### src/rtl/psw_pkg.sv
// Shared constants and sizing helper for the push-switch debounce slice.
package psw_pkg;

  localparam int PSW_N_SW         = 20;
  localparam int PSW_TICK_DIV     = 50000;
  localparam int PSW_STABLE_TICKS = 8;

  // Stability counter only needs to hold 0..STABLE_TICKS-1.
  function automatic int psw_cnt_w(input int stable_ticks);
    return $clog2(stable_ticks + 1);
  endfunction

  localparam int PSW_CNT_W = psw_cnt_w(PSW_STABLE_TICKS);

endpackage

### src/rtl/psw_debounce_bit.sv
// One switch line: two-flop synchroniser, tick-qualified stability filter,
// registered press/release pulses and a clearable press latch.
module psw_debounce_bit
  import psw_pkg::*;
#(
  parameter int STABLE_TICKS = PSW_STABLE_TICKS
) (
  input  logic CLK,
  input  logic RST,
  input  logic sw_in,
  input  logic tick,
  input  logic sticky_clr,
  output logic level,
  output logic press,
  output logic rel,
  output logic sticky
);

  localparam int CNT_W = psw_cnt_w(STABLE_TICKS);
  localparam logic [CNT_W-1:0] CNT_LAST = CNT_W'(STABLE_TICKS - 1);

  logic             sync_meta;
  logic             sync;
  logic [CNT_W-1:0] cnt;
  logic             level_d;

  always_ff @(posedge CLK) begin
    if (RST) begin
      sync_meta <= 1'b0;
      sync      <= 1'b0;
      cnt       <= '0;
      level     <= 1'b0;
      level_d   <= 1'b0;
      press     <= 1'b0;
      rel       <= 1'b0;
      sticky    <= 1'b0;
    end else begin
      sync_meta <= sw_in;
      sync      <= sync_meta;

      // Any cycle that agrees with the accepted level restarts qualification.
      if (sync == level) begin
        cnt <= '0;
      end else if (tick) begin
        if (cnt == CNT_LAST) begin
          level <= sync;
          cnt   <= '0;
        end else begin
          cnt <= cnt + 1'b1;
        end
      end

      level_d <= level;
      press   <= level & ~level_d;
      rel     <= ~level & level_d;
      // A press in the same cycle as a clear keeps the latch set.
      sticky  <= press | (sticky & ~sticky_clr);
    end
  end

endmodule

### src/rtl/psw_debounce.sv
// Push-switch conditioning: polarity fix, shared sample-tick prescaler and
// one debounce filter per switch line.
module psw_debounce
  import psw_pkg::*;
#(
  parameter int N_SW         = PSW_N_SW,
  parameter int TICK_DIV     = PSW_TICK_DIV,
  parameter int STABLE_TICKS = PSW_STABLE_TICKS,
  parameter int ACTIVE_LOW   = 1
) (
  input  logic            CLK,
  input  logic            RST,
  input  logic [N_SW-1:0] SW_RAW,
  input  logic [N_SW-1:0] STICKY_CLR,
  output logic [N_SW-1:0] SW_LEVEL,
  output logic [N_SW-1:0] SW_PRESS,
  output logic [N_SW-1:0] SW_RELEASE,
  output logic [N_SW-1:0] SW_STICKY,
  output logic            TICK
);

  localparam int               PRE_W    = $clog2(TICK_DIV);
  localparam logic [PRE_W-1:0] PRE_LAST = PRE_W'(TICK_DIV - 1);
  localparam logic             POL      = (ACTIVE_LOW != 0);

  logic [PRE_W-1:0] pre_cnt;
  logic [N_SW-1:0]  sw_in;

  always_ff @(posedge CLK) begin
    if (RST) begin
      pre_cnt <= '0;
    end else if (TICK) begin
      pre_cnt <= '0;
    end else begin
      pre_cnt <= pre_cnt + 1'b1;
    end
  end

  assign TICK  = (pre_cnt == PRE_LAST);
  // Internally a 1 always means pressed.
  assign sw_in = SW_RAW ^ {N_SW{POL}};

  for (genvar i = 0; i < N_SW; i++) begin : g_bit
    psw_debounce_bit #(
      .STABLE_TICKS(STABLE_TICKS)
    ) u_bit (
      .CLK       (CLK),
      .RST       (RST),
      .sw_in     (sw_in[i]),
      .tick      (TICK),
      .sticky_clr(STICKY_CLR[i]),
      .level     (SW_LEVEL[i]),
      .press     (SW_PRESS[i]),
      .rel       (SW_RELEASE[i]),
      .sticky    (SW_STICKY[i])
    );
  end

endmodule

### config.mk
export PLATFORM = sky130hd
export DESIGN_NAME = psw_debounce
export DESIGN_NICKNAME = d
export VERILOG_FILES = /design/src/rtl/psw_pkg.sv /design/src/rtl/psw_debounce_bit.sv /design/src/rtl/psw_debounce.sv
export SDC_FILE = /design/constraint.sdc
export NUM_CORES = 1
export LEC_CHECK = 0
export CAP_MARGIN = 20
export CORE_ASPECT_RATIO = 1.2
export CORE_MARGIN = 2
export CORE_UTILIZATION = 40
export CTS_CLUSTER_DIAMETER = 60
export CTS_CLUSTER_SIZE = 24
export DETAILED_ROUTE_END_ITERATION = 10
export SLEW_MARGIN = 30
export SYNTH_ARGS = -nofsm -noshare
export SYNTH_HDL_FRONTEND = slang
export SYNTH_SLANG_ARGS = --single-unit
### constraint.sdc
create_clock -name CLK -period 2.61 [get_ports CLK]
set_input_delay 0.3915 -clock CLK [delete_from_list [all_inputs] [get_ports CLK]]
set_output_delay 0.3915 -clock CLK [all_outputs]
set_load 0.02 [all_outputs]
Word-level counts from Yosys, hierarchy flattened

Index checks and enable logic that the tools add are counted.

Bitwise logic cells: 161
Eq/ne operators: 41
$add $sub $neg: 21
Muxes and demuxes: 20
Reductions and logical operators: 41

Operators by type and width:

| kind                                                | number |
|---|---|
| adder 4 x 1 -> 4 bit, second input constant         | 20 |
| equality test 4 x 3 -> 1 bit, second input constant | 20 |
| 2-to-1 mux 4 bit                                    | 20 |
| NOT 1 bit                                           | 80 |
| AND 1 bit                                           | 60 |
| AND reduction 3 bit                                 | 20 |
| OR reduction 2 bit                                  | 21 |
| equality test 1 bit                                 | 20 |
| NOT 20 bit                                          | 1 |
| bitwise OR 1 bit                                    | 20 |
| adder 16 x 1 -> 16 bit, second input constant       | 1 |
| equality test 16 bit, second input constant         | 1 |

Register bits: 236
Output and inout port bits: 81

Depth between registers and ports, before layout

Gate-level depths: netlist (run 1).

Word-level depth: 3
Mapped depth: 8
Gate-level depth less buffers: 5

By module

From an unflattened synthesis (run 1), not the netlist that was laid out.

Cells, all modules: 860
Area total of the unflattened synthesis: 8,728.4 sq um

By module, submodules not included:

| module           | area each (sq um) | times used | cells each |
|---|---|---|---|
| psw_debounce_bit | 396.6             | 20         | 38 |
| psw_debounce     | 795.8             | 1          | 100 |

Worst setup path after synthesis (run 1)

Ideal clock, no wire load.

Path kind: reg2out
Start point: register pre_cnt[0]
End point: output TICK
Data arrival time: 1.810 ns
Stages on the path, launching flop included: 8
Setup slack: 0.409 ns
Cell sequence: dfxtp_1 -> ha_1 -> nand3_1 -> nand4b_1 -> clkbuf_1 -> clkbuf_1 -> clkbuf_1 -> inv_1

Word-level cells in the longest chain between the ends: 1

Ends and longest elaborated chain:

| what                   | line               | RTL |
|---|---|---|
| start, declared        | psw_debounce.sv:26 | `logic [PRE_W-1:0] pre_cnt;` |
| start signal, assigned | psw_debounce.sv:35 | `pre_cnt <= pre_cnt + 1'b1;` |
| equality test 16 bit   | psw_debounce.sv:39 | `assign TICK = (pre_cnt == PRE_LAST);` |
| end, declared          | psw_debounce.sv:19 | `output logic TICK` |

Every way passes these cells.

Worst setup path in the final report (run 1)

Ends and elaborated chain as after synthesis.

==> results of run 1 <==
==> per-stage QoR <==
stage          cell area, um2  setup WS [ps]   util
4_1_cts                 10600            231  0.474
2_1_floorplan            9080            409      -
3_5_place_dp            10000            421  0.447
3_3_place_gp            10000            443  0.447
5_1_grt                 10600            142  0.474
6_report                10600            278  0.474
==> flip-flops by register name, indices dropped and copies added, names as in the netlist <==
name                   count
g_bit.u_bit.sync          20
g_bit.u_bit.level_d       20
g_bit.u_bit.sticky        20
g_bit.u_bit.sync_meta     20
pre_cnt                   16
g_bit.u_bit.rel           20
g_bit.u_bit.press         20
g_bit.u_bit.level         20
g_bit.u_bit.cnt           80
==> power by group through the flow <==
stage | registers, mW | logic [mW] | clock network, mW
finish | 3.65 | 0.155 | 2.75
global route | 3.65 | 0.173 | 3.00
CTS | 3.65 | 0.158 | 2.86
detailed placement | 3.73 | 0.157 | 0
global placement | 3.73 | 0.157 | 0
floorplan | 3.73 | 0.0717 | 0
==> final cells by class <==
cell class	instances	area share
sequential	236	0.446
timing repair buffer	131	0.125
clock inverter	9	0.00862
tap	279	0.0329
inverter	64	0.0227
multi-input combinational	599	0.319
antenna	1	0.000236
clock buffer	20	0.0462
==> cells in the mapped netlist <==
| library cell | n | share of area |
|---|---|---|
| sky130_fd_sc_hd__nand2_1 | 119 | 0.049 |
| sky130_fd_sc_hd__o21ai_0 | 40 | 0.022 |
| sky130_fd_sc_hd__ha_1 | 21 | 0.029 |
| sky130_fd_sc_hd__nand4b_1 | 1 | 0.00096 |
| sky130_fd_sc_hd__nor4bb_1 | 2 | 0.0022 |
| sky130_fd_sc_hd__dfxtp_1 | 236 | 0.52 |
| sky130_fd_sc_hd__a41o_1 | 20 | 0.022 |
| sky130_fd_sc_hd__nor2b_1 | 20 | 0.014 |
| sky130_fd_sc_hd__a21oi_2 | 2 | 0.0019 |
| sky130_fd_sc_hd__clkbuf_1 | 35 | 0.014 |
| sky130_fd_sc_hd__or4_1 | 20 | 0.017 |
| sky130_fd_sc_hd__inv_1 | 63 | 0.026 |
| sky130_fd_sc_hd__clkbuf_2 | 2 | 0.0011 |
| sky130_fd_sc_hd__inv_2 | 1 | 0.00041 |
| sky130_fd_sc_hd__nor4_2 | 1 | 0.0014 |
| sky130_fd_sc_hd__or4b_1 | 1 | 0.0011 |
| sky130_fd_sc_hd__nor4_1 | 5 | 0.0034 |
| sky130_fd_sc_hd__nor2_1 | 92 | 0.038 |
| sky130_fd_sc_hd__a21oi_1 | 118 | 0.065 |
| sky130_fd_sc_hd__xor2_1 | 22 | 0.021 |
| sky130_fd_sc_hd__or4_4 | 2 | 0.0025 |
| sky130_fd_sc_hd__nand3_1 | 26 | 0.014 |
| sky130_fd_sc_hd__and3_1 | 1 | 0.00069 |
| sky130_fd_sc_hd__nor3_1 | 3 | 0.0017 |
| sky130_fd_sc_hd__xnor2_1 | 12 | 0.012 |
| sky130_fd_sc_hd__nor3b_1 | 26 | 0.021 |
| sky130_fd_sc_hd__or3_1 | 40 | 0.028 |
| sky130_fd_sc_hd__buf_4 | 80 | 0.066 |
| sky130_fd_sc_hd__nor4b_1 | 1 | 0.00096 |
| sky130_fd_sc_hd__nand4_1 | 4 | 0.0028 |
==> worst min path at each step <==
stage                            startpoint  cells past startpoint                   endpoint
floorplan            g_bit[0].u_bit.level_d                      1       g_bit[0].u_bit.press
global placement    g_bit[15].u_bit.level_d                      1      g_bit[15].u_bit.press
detailed placement   g_bit[6].u_bit.level_d                      1       g_bit[6].u_bit.press
CTS                              SW_RAW[19]                      2  g_bit[19].u_bit.sync_meta
global route                     SW_RAW[14]                      2  g_bit[14].u_bit.sync_meta
finish               g_bit[1].u_bit.level_d                      1       g_bit[1].u_bit.press
==> routing by layer <==
metal	GRT usage	wire, um
met5	0	0
met4	0.0500	428
met3	0.0215	556
met2	0.282	9160
met1	0.167	7390
==> logic make-up after synthesis <==
logic type,count (synthesis)
buf+inv,181
compound gates,180
flops,236
simple gates,364
xor+xnor,34
fa+ha+maj,21
==> repair_timing <==
item / 4_1_cts / 5_1_grt
endpoints found under the setup margin: 1 / 0
endpoints found under the hold margin: 0 / 0
resized for setup: 1 / 0
buffers inserted: 1 / 0
==> metrics.yaml, run 1 <==
result_of_the_run: "complete, no violations"
total_number_of_yosys_warnings: 0
cts_num_sinks: 236
crit_chain: "ha_1, nand3_1, nand4b_1, inv_1, dlygate4sd2_1"
clock_pin_slew_of_the_registers_on_the_worst_case_setup_and_hold_paths_ps: 80
post_drt_wl_per_cell_um: 13.1
clock_power_share: 0.420
clk-insertion-delay-late_ps: 500
worst-path-buf-inv: 2
crit_start: "pre_cnt[0]"
average_cell_area_after_synthesis_um2: 8.94
crit_arrival_ps: 1940
critPathLaunchType: "register"
powerDensity_nw_per_um2: 618
timing.critical_path.to_type: "output port"
achievable-frequency_mhz: 429
period_minus_slack_ps: 2330
regToRegEndpoint: "g_bit[6].u_bit.cnt[3]"
layout-drive-gt1-share: 0.0425
leakagePower_nw: 4.21
final_min_period_over_clock_period: 0.894
final_cell_mix: "sky130_fd_sc_hd__dfxtp_1, sky130_fd_sc_hd__clkdlybuf4s50_1, sky130_fd_sc_hd__nand2_1, sky130_fd_sc_hd__a21oi_1, sky130_fd_sc_hd__nor2_1"
hold_class: "register to register"
drt_drc_violations_left: 0
timing.final.hold_violations: 0
sequential_element_share_of_the_synthesized_area: 0.520
grt_start_max_net_pins: 123
critPathMaxStageDelay_ps: 360
totalPowerFinal_mw: 6.55
residual_antenna_violating_net_count_after_detailed_routing: 0
port-buffer-count: 122
syn-instance-count: 1016
cts-htree-levels: 1
grt_antenna_before_repair: 1
synth.cell_area_um2: 9080
fin_setup_tns_ps: 0
drv.max_cap_violation_count: 0
total_switching_power_mw: 1.44
leading_cell_type_in_the_layout_fill_and_taps_excluded: "sky130_fd_sc_hd__dfxtp_1"
flow.area_growth_from_synthesis_pct: 16.7
synthMuxAreaShare: 0
dp_hpwl_mm: 11.6
clock-skew-final_ps: 29.3
net_switching_fraction_of_the_power: 0.219
fp.dieH_um: 169
compound_gate_fraction_of_synth_area: 0.111
drt_iter0_markers: 219
worst-path-stages: 5
timing.hold.ws_ps: 385
cts.root.buffer_cell: "sky130_fd_sc_hd__clkbuf_16"
internal_power_mw: 5.11
fin_cells: 1339
synthDistinctLibCells: 30
routed-via-count: 6560
first_pass_grt_wire_length_mm: 29.7
worst_slew_pin_slew_ps: 891
power.ir.vdd_worst_mv: 0.528
initial_utilization: 0.406
io-pin-count: 123
detail_route.wirelength_mm: 17.5
timing.rr.start: "pre_cnt[0]"
area_share_of_and_or_nand_nor_cells_after_synthesis: 0.199
nFillCells: 2142
regToRegSetupSlack_ps: 380
track_usage: 0.148
coreArea_um2: 22400
sequential_cell_area_um2: 4720
seq_power_share: 0.557
required_time_reported_for_the_critical_path_endpoint_ps: 2220
cts-buffers-inserted: 18
grt_pass1_vias: 6382
floorplan.die_area_um2: 23900
placementRows: 60
main_combinational_cell_family_by_area_after_synthesis: "simple AND/OR/NAND/NOR gates"
nNetsFinal: 1113
timing.final.max_slew_violations: 0
power_frac_comb: 0.024
max-clock-path-buffers: 3
crit_end: "TICK"
worst_path_slowest_cell: "sky130_fd_sc_hd__dfxtp_1"
multi_input_area_um2: 3380
worst_r2r_path_depth: 7
setup_viol: 0
critPathTopFamily: "simple AND/OR/NAND/NOR gates"
overflow: 0
number_of_register_bits_inferred_by_synthesis: 236
tritoncts_clock_tree: "yes"
grt_setup_unrepaired: "false"
worst-setup-path-type: "register to output port"
cts-hold-fix-buffers: 0
nets_in_the_synthesized_netlist: 1079
dp.cells: 1308
total_iterations_of_the_first_detailed_routing_run: 5
synth_xor_xnor_area_share: 0.0328
gp_congestion: 0.790
cp_max_fo: 5
routed_via_density: 4.90
fraction_of_the_mapped_netlist_area_in_adder_cells: 0.0289
max-slew-margin-rel: 0.406
die_width_um: 142
Power figures use the tool's default switching activity.
==> run 2, diff against run 1 <==
--- a/config.mk
+++ b/config.mk
@@ -12,7 +12,7 @@
 export CTS_CLUSTER_DIAMETER = 60
 export CTS_CLUSTER_SIZE = 24
 export DETAILED_ROUTE_END_ITERATION = 10
-export SLEW_MARGIN = 30
+export SLEW_MARGIN = 20
 export SYNTH_ARGS = -nofsm -noshare
 export SYNTH_HDL_FRONTEND = slang
 export SYNTH_SLANG_ARGS = --single-unit
==> results of run 2 <==
Same layout as run 1: the final DEF is identical, and so are final timing and power.
==> run 3, diff against run 2 <==
--- a/config.mk
+++ b/config.mk
@@ -5,7 +5,6 @@
 export SDC_FILE = /design/constraint.sdc
 export NUM_CORES = 1
 export LEC_CHECK = 0
-export CAP_MARGIN = 20
 export CORE_ASPECT_RATIO = 1.2
 export CORE_MARGIN = 2
 export CORE_UTILIZATION = 40
==> results of run 3 <==
Same layout as run 1: the final DEF is identical, and so are final timing and power.
